File: config.mk
export PLATFORM = sky130hd
export DESIGN_NAME = collision_detector
export DESIGN_NICKNAME = d
export VERILOG_FILES = /design/src/rtl/collision_detector.sv
export SDC_FILE = /design/constraint.sdc
export NUM_CORES = 1
export LEC_CHECK = 0
export CAP_MARGIN = 20
export CORE_ASPECT_RATIO = 1.1
export CORE_UTILIZATION = 57
export CTS_BUF_LIST = sky130_fd_sc_hd__clkbuf_8
export CTS_CLUSTER_DIAMETER = 80
export DETAILED_ROUTE_END_ITERATION = 16
export GPL_ROUTABILITY_DRIVEN = 1
export GPL_TIMING_DRIVEN = 0
export PLACE_DENSITY = 0.85
export SETUP_SLACK_MARGIN = 0.3
export SYNTH_ARGS = -nofsm -noshare
export SYNTH_HDL_FRONTEND = slang
export SYNTH_SLANG_ARGS = --single-unit
File: constraint.sdc
create_clock -name clk -period 7.8 [get_ports clk]
set_input_delay 1.56 -clock clk [delete_from_list [all_inputs] [get_ports clk]]
set_output_delay 1.56 -clock clk [all_outputs]
set_load 0.005 [all_outputs]
File: src/rtl/collision_detector.sv
// Per-pixel player/blocks/enemy overlap detector with first-hit pulses and a
// per-frame summary (contact edges, enemy hit vector, saturating pixel count).
module collision_detector #(
    parameter int NUM_ENEMIES = 4,
    parameter int PLAYER_W    = 32,
    parameter int PLAYER_H    = 32,
    parameter int EDGE_MARGIN = 4,
    parameter int PIPE_DELAY  = 1,
    parameter int COUNT_BITS  = 12
) (
    input  logic                   clk,
    input  logic                   reset,
    input  logic                   startOfFrame,
    input  logic [10:0]            pixelX,
    input  logic [10:0]            pixelY,
    input  logic [10:0]            playerTLX,
    input  logic [10:0]            playerTLY,
    input  logic                   playerDR,
    input  logic                   blocksDR,
    input  logic [NUM_ENEMIES-1:0] enemyDR,
    output logic                   playerBlockPulse,
    output logic                   playerEnemyPulse,
    output logic                   frameValid,
    output logic [3:0]             hitEdgeCode,
    output logic [NUM_ENEMIES-1:0] enemyHitVec,
    output logic [COUNT_BITS-1:0]  overlapCount
);

    localparam logic [10:0] EDGE_LO   = 11'(EDGE_MARGIN);
    localparam logic [10:0] RIGHT_TH  = 11'(PLAYER_W - EDGE_MARGIN);
    localparam logic [10:0] BOTTOM_TH = 11'(PLAYER_H - EDGE_MARGIN);
    localparam logic [COUNT_BITS-1:0] COUNT_MAX = '1;

    typedef enum logic {
        ST_IDLE,
        ST_SCAN
    } state_t;

    state_t state_q, state_d;

    logic [10:0] x_pipe_q [PIPE_DELAY];
    logic [10:0] x_pipe_d [PIPE_DELAY];
    logic [10:0] y_pipe_q [PIPE_DELAY];
    logic [10:0] y_pipe_d [PIPE_DELAY];

    logic [3:0]             acc_edge_q, acc_edge_d;
    logic [NUM_ENEMIES-1:0] acc_enemy_q, acc_enemy_d;
    logic [COUNT_BITS-1:0]  acc_count_q, acc_count_d;
    logic                   pb_seen_q, pb_seen_d;
    logic                   pe_seen_q, pe_seen_d;

    logic                   pb_pulse_q, pb_pulse_d;
    logic                   pe_pulse_q, pe_pulse_d;
    logic                   frame_valid_q, frame_valid_d;
    logic [3:0]             hit_edge_q, hit_edge_d;
    logic [NUM_ENEMIES-1:0] enemy_hit_q, enemy_hit_d;
    logic [COUNT_BITS-1:0]  overlap_count_q, overlap_count_d;

    logic [10:0]            off_x, off_y;
    logic [3:0]             edge_bits;
    logic                   pb;
    logic [NUM_ENEMIES-1:0] pe;

    // Frame-local base values: cleared on a frame boundary so that an overlap
    // in the boundary cycle lands in the new frame.
    logic [3:0]             edge_base;
    logic [NUM_ENEMIES-1:0] enemy_base;
    logic [COUNT_BITS-1:0]  count_base;
    logic                   pb_seen_base;
    logic                   pe_seen_base;

    genvar gi;
    generate
        for (gi = 0; gi < PIPE_DELAY; gi++) begin : g_pipe
            if (gi == 0) begin : g_head
                assign x_pipe_d[gi] = pixelX;
                assign y_pipe_d[gi] = pixelY;
            end else begin : g_tail
                assign x_pipe_d[gi] = x_pipe_q[gi-1];
                assign y_pipe_d[gi] = y_pipe_q[gi-1];
            end
        end
    endgenerate

    assign off_x     = x_pipe_q[PIPE_DELAY-1] - playerTLX;
    assign off_y     = y_pipe_q[PIPE_DELAY-1] - playerTLY;
    assign edge_bits = {off_x < EDGE_LO, off_y < EDGE_LO,
                        off_x >= RIGHT_TH, off_y >= BOTTOM_TH};
    assign pb        = playerDR & blocksDR;
    assign pe        = enemyDR & {NUM_ENEMIES{playerDR}};

    always_comb begin
        state_d         = state_q;
        acc_edge_d      = acc_edge_q;
        acc_enemy_d     = acc_enemy_q;
        acc_count_d     = acc_count_q;
        pb_seen_d       = pb_seen_q;
        pe_seen_d       = pe_seen_q;
        pb_pulse_d      = 1'b0;
        pe_pulse_d      = 1'b0;
        frame_valid_d   = 1'b0;
        hit_edge_d      = hit_edge_q;
        enemy_hit_d     = enemy_hit_q;
        overlap_count_d = overlap_count_q;
        edge_base       = acc_edge_q;
        enemy_base      = acc_enemy_q;
        count_base      = acc_count_q;
        pb_seen_base    = pb_seen_q;
        pe_seen_base    = pe_seen_q;

        case (state_q)
            ST_IDLE: begin
                if (startOfFrame) begin
                    state_d = ST_SCAN;
                end
            end
            ST_SCAN: begin
                if (startOfFrame) begin
                    frame_valid_d   = 1'b1;
                    hit_edge_d      = acc_edge_q;
                    enemy_hit_d     = acc_enemy_q;
                    overlap_count_d = acc_count_q;
                    edge_base       = '0;
                    enemy_base      = '0;
                    count_base      = '0;
                    pb_seen_base    = 1'b0;
                    pe_seen_base    = 1'b0;
                end
                acc_edge_d  = edge_base;
                acc_count_d = count_base;
                if (pb) begin
                    acc_edge_d  = edge_base | edge_bits;
                    acc_count_d = (count_base == COUNT_MAX) ? count_base
                                                            : count_base + COUNT_BITS'(1);
                end
                acc_enemy_d = enemy_base | pe;
                pb_pulse_d  = pb & ~pb_seen_base;
                pb_seen_d   = pb_seen_base | pb;
                pe_pulse_d  = (|pe) & ~pe_seen_base;
                pe_seen_d   = pe_seen_base | (|pe);
            end
            default: state_d = ST_IDLE;
        endcase
    end

    always_ff @(posedge clk or posedge reset) begin
        if (reset) begin
            state_q         <= ST_IDLE;
            acc_edge_q      <= '0;
            acc_enemy_q     <= '0;
            acc_count_q     <= '0;
            pb_seen_q       <= 1'b0;
            pe_seen_q       <= 1'b0;
            pb_pulse_q      <= 1'b0;
            pe_pulse_q      <= 1'b0;
            frame_valid_q   <= 1'b0;
            hit_edge_q      <= '0;
            enemy_hit_q     <= '0;
            overlap_count_q <= '0;
            for (int i = 0; i < PIPE_DELAY; i++) begin
                x_pipe_q[i] <= '0;
                y_pipe_q[i] <= '0;
            end
        end else begin
            state_q         <= state_d;
            acc_edge_q      <= acc_edge_d;
            acc_enemy_q     <= acc_enemy_d;
            acc_count_q     <= acc_count_d;
            pb_seen_q       <= pb_seen_d;
            pe_seen_q       <= pe_seen_d;
            pb_pulse_q      <= pb_pulse_d;
            pe_pulse_q      <= pe_pulse_d;
            frame_valid_q   <= frame_valid_d;
            hit_edge_q      <= hit_edge_d;
            enemy_hit_q     <= enemy_hit_d;
            overlap_count_q <= overlap_count_d;
            for (int i = 0; i < PIPE_DELAY; i++) begin
                x_pipe_q[i] <= x_pipe_d[i];
                y_pipe_q[i] <= y_pipe_d[i];
            end
        end
    end

    assign playerBlockPulse = pb_pulse_q;
    assign playerEnemyPulse = pe_pulse_q;
    assign frameValid       = frame_valid_q;
    assign hitEdgeCode      = hit_edge_q;
    assign enemyHitVec      = enemy_hit_q;
    assign overlapCount     = overlap_count_q;

endmodule

==> impl_summary.txt <==
----------------------------------------------------
[Synth]
  Netlist Area Pre-Place ... 3571 um^2
  Flip-flop and latch count after synthesis ... 68
  Number of flops mapped to enable cells by yosys ... 0
  Most numerous cell in the Yosys netlist ... sky130_fd_sc_hd__dfrtp_1
  Top cells by instance count after synthesis ... 68 x sky130_fd_sc_hd__dfrtp_1, 30 x sky130_fd_sc_hd__inv_1, 29 x sky130_fd_sc_hd__nand2_1
  Share of synthesized area occupied by flip-flops and latches ... 0.4765
  Cell accounting for the most synthesized area ... sky130_fd_sc_hd__dfrtp_1
  Leading cell types by total area after synthesis ... sky130_fd_sc_hd__dfrtp_1 48%, sky130_fd_sc_hd__ha_1 7.4%, sky130_fd_sc_hd__mux2_2 6.3%
  Top flip-flop cell by instance count after synthesis ... sky130_fd_sc_hd__dfrtp_1
  Share of the synthesized area in the top cell type ... 0.4765
  Instance count of the mapped netlist ... 334
  Warning count from the yosys run ... 0
  Number of distinct library cells after synthesis ... 56
  Synthesized area divided by synthesized cell count ... 10.69 um^2
  Asr flop ratio synth ... 1.000
  Syn_nets ... 410

[Layout]
  Area growth syn-to-layout ... 28.42%
  Antenna Diode Count ... 0
  Post-layout nets ... 495
  Fillers ... 392
  Final core utilization ... 0.7753
  Post-route design area ... 4586 um^2
  Fraction of final layout cells sized beyond drive strength 1 ... 0.1108

[Floorplanning]
  Die span in x ... 77.47 um
  Num ports ... 76
  Effective utilization at floorplan ... 0.6038
  Vertical die dimension ... 85.02 um
  Cell row count ... 29
  Area of the die ... 6586 um^2
  Placeable Area ... 5914 um^2

[STA]
  Final hold slack ... 0.4596 ns
  Setup TNS ... 0 ns
  Final-report setup violation count ... 0
  Transition at the pin with the smallest max-transition slack ... 0.8211 ns
  Unrepaired setup endpoints after global routing ... false
  Worst Clk Skew ... 0.007066 ns
  Final Max Tran Viols ... 0
  Highest clock rate ... 243.1 MHz
  Final critical-path share of the clock period ... 0.5274
  Setup WS post-layout ... 3.686 ns
  Remaining max-slew budget at the tightest pin ... 0.4526
  Final Hold Viols ... 0
  Final worst path period need ... 4.114 ns

[Global routing]
  GRT Overall Usage ... 0.2485
  Antenna violations before repair ... 0
  GR Overflow Total ... 0
  Number of global-route vias before repair ... 2,965
  Maximum number of pins on one net before global-route repair ... 69
  First-pass GRT wire length ... 12,730 um

[Route]
  DRT Pass-1 Iters ... 4
  First DRT Iteration DRCs ... 161
  Drt wl/cell ... 15.13 um
  Via density per instance ... 5.721
  Post-route DRC violation count ... 0
  ANT nets after route ... 0
  Total Wirelength ... 7581 um
  Total number of vias ... 2,866

[Place]
  RD Place Congestion ... 0.8659
  Placed wire-length estimate ... 5447 um
  Worst Setup Slack post-DPL ... 3.333 ns
  Placed inst area ... 4410 um^2
  Port Buf Inserts ... 74

[Status]
  Outcome ... finished clean

[Critical path]
  Worst path slowest cell ... sky130_fd_sc_hd__or4_4
  Critical R2R Launch ... y_pipe_q[0]$_DFF_PP0_
  Cell class contributing the biggest share of worst-path delay ... compound AO/OA/AOI/OAI gates
  Worst-path cell chain ... clkdlybuf4s50_1 -> ha_1 -> inv_1 -> fa_1 -> a21o_1 -> a21oi_2 -> o21bai_2 -> o41ai_4 -> mux2i_1 -> or4_4 -> a221o_1
  Data arrival at the endpoint of the critical path ... 4.34 ns
  Buffering stage count on the worst path with inverters included ... 2
  Destination of the worst register-to-register timing path ... acc_edge_q[0]$_DFFE_PP0P_
  Crit path max fanout ... 3
  Worst R2R Path Depth ... 11
  Worst setup SP type ... primary input
  Critical path type ... in2reg
  Worst-case register-to-register setup slack ... 4.97 ns
  Req. time, crit path ... 8.02 ns
  Endpoint class of the critical path ... flop
  CP peak stage delay ... 0.55 ns

[Clocking]
  Num Clock Sinks ... 68
  Deepest level of the CTS H-tree ... 3
  Cell at the root of the clock tree ... sky130_fd_sc_hd__clkbuf_8
  CTS Hold Bufs ... 0
  CTS tree ... done
  Buffer count from post-CTS setup fixing ... 0
  Clock-pin slew on the worst setup and hold paths ... 0.07 ns
  Insertion delay to the later sink of the worst-skew pair ... 0.34 ns
  Post-cts repair resize count ... 0
  Max Root-Sink Buffers ... 2
  Total clock buffers created by CTS ... 9

[Flow run]
  Maximum Capacitance Violations ... 0

[Power]
  Power per unit of standard cell area ... 173.9 nW/um^2
  Leakage ... 2.115 nW
  Peak VDD IR ... 0.0001255 V

[Worst hold path]
  Cells on Worst Hold Path ... 1
  Class of the tightest hold or removal check ... reg2reg
  Source of the worst hold timing path ... pb_seen_q$_DFFE_PP0P_
  Destination of the worst hold path ... playerBlockPulse$_DFF_PP0_

----------------------------------------------------
-- state kept, by name, summed over array words and instances, names as in the netlist, 4 cells and up --
register,cells
acc_count_q,12
overlapCount,12
acc_enemy_q,4
hitEdgeCode,4
x_pipe_q,11
acc_edge_q,4
enemyHitVec,4
y_pipe_q,11
-- how the worst max path moves through the flow --
stage | cells past startpoint | endpoint | startpoint | slack [ns]
2_1_floorplan | 10 | acc_edge_q[0]$_DFFE_PP0P_ | playerTLY[0] | 3.96
3_3_place_gp | 11 | acc_edge_q[0]$_DFFE_PP0P_ | playerTLY[0] | 3.38
3_5_place_dp | 11 | acc_edge_q[0]$_DFFE_PP0P_ | playerTLY[0] | 3.33
4_1_cts | 11 | acc_edge_q[0]$_DFFE_PP0P_ | playerTLY[0] | 3.70
5_1_grt | 11 | acc_edge_q[0]$_DFFE_PP0P_ | playerTLY[0] | 3.60
6_report | 11 | acc_edge_q[0]$_DFFE_PP0P_ | playerTLY[0] | 3.69
-- cells in the final DEF (no fill, tap or decap), types with 2 or more instances in the layout --
cell type                         instances
sky130_fd_sc_hd__inv_1                   29
sky130_fd_sc_hd__nor3_1                   8
sky130_fd_sc_hd__xnor2_1                  9
sky130_fd_sc_hd__nor2b_1                  7
sky130_fd_sc_hd__o21a_1                   3
sky130_fd_sc_hd__clkinvlp_4               2
sky130_fd_sc_hd__clkbuf_1                 7
sky130_fd_sc_hd__or4_1                    3
sky130_fd_sc_hd__o21ai_0                 12
sky130_fd_sc_hd__and3_1                   4
sky130_fd_sc_hd__mux2i_1                  3
sky130_fd_sc_hd__nand2b_1                 2
sky130_fd_sc_hd__nand2_1                 29
sky130_fd_sc_hd__and4b_1                  2
sky130_fd_sc_hd__and4_1                   2
sky130_fd_sc_hd__nand3_1                  9
sky130_fd_sc_hd__dfrtp_1                 68
sky130_fd_sc_hd__fa_1                     2
sky130_fd_sc_hd__mux2_2                  20
sky130_fd_sc_hd__o22ai_1                  2
sky130_fd_sc_hd__clkinv_4                 2
sky130_fd_sc_hd__a31oi_1                  4
sky130_fd_sc_hd__clkdlybuf4s50_1         74
sky130_fd_sc_hd__a21o_1                   4
sky130_fd_sc_hd__a32o_1                   5
sky130_fd_sc_hd__a211oi_1                 2
sky130_fd_sc_hd__a211o_1                  2
sky130_fd_sc_hd__clkinv_2                 2
sky130_fd_sc_hd__xor2_1                   9
sky130_fd_sc_hd__nor4b_1                  2
sky130_fd_sc_hd__nand4_1                  4
sky130_fd_sc_hd__clkbuf_8                 9
sky130_fd_sc_hd__ha_1                    21
sky130_fd_sc_hd__a31o_2                   2
sky130_fd_sc_hd__and2_1                   2
sky130_fd_sc_hd__a22o_1                   2
sky130_fd_sc_hd__o31ai_1                  3
sky130_fd_sc_hd__nor2_1                  16
sky130_fd_sc_hd__a21oi_1                 12
-- layer usage --
layer  share of wire  track usage  wire [um]  vias up
met1            0.42       0.2909       3167     1388
met2            0.51       0.4256       3883       97
li1                -            -          -     1366
met3           0.048      0.04839        364       15
met4           0.022       0.1441        167        0
met5               0            0          0        -
-- area by class of cell --
class | instances | area [um^2] | share of cell area
repair buffers | 74 | 740.7 | 0.1615
multi-input cells | 228 | 1727 | 0.3765
clock buffers | 9 | 123.9 | 0.02701
well taps | 77 | 96.34 | 0.02101
inverters | 30 | 115.1 | 0.02510
flip-flops and latches | 68 | 1702 | 0.3711
clock inverters | 7 | 51.30 | 0.01119
plain buffers | 8 | 30.03 | 0.006548
-- cells by family after synthesis --
| family | synth area share |
|---|---|
| buffers and inverters | 0.03994 |
| multiplexers | 0.07148 |
| flip-flops | 0.4765 |
| AND/OR/NAND/NOR | 0.1374 |
| AO/OA/AOI/OAI | 0.1458 |
| XOR/XNOR | 0.04415 |
| adder cells (fa/ha/maj) | 0.08479 |
-- power by group --
part	switching (mW)	internal, mW	total [mW]
registers	0.00851	0.370	0.379
logic	0.0784	0.0836	0.162
clock network	0.141	0.116	0.257
total	0.228	0.570	0.797
-- stage by stage --
stage,total power [mW],instances
after floorplan,0.4818,334
after global placement,0.5383,485
after detailed placement,0.5452,485
after CTS,0.8054,501
after global routing,0.8350,501
final,0.7972,501
No activity file was read; power rests on OpenSTA's default activity.
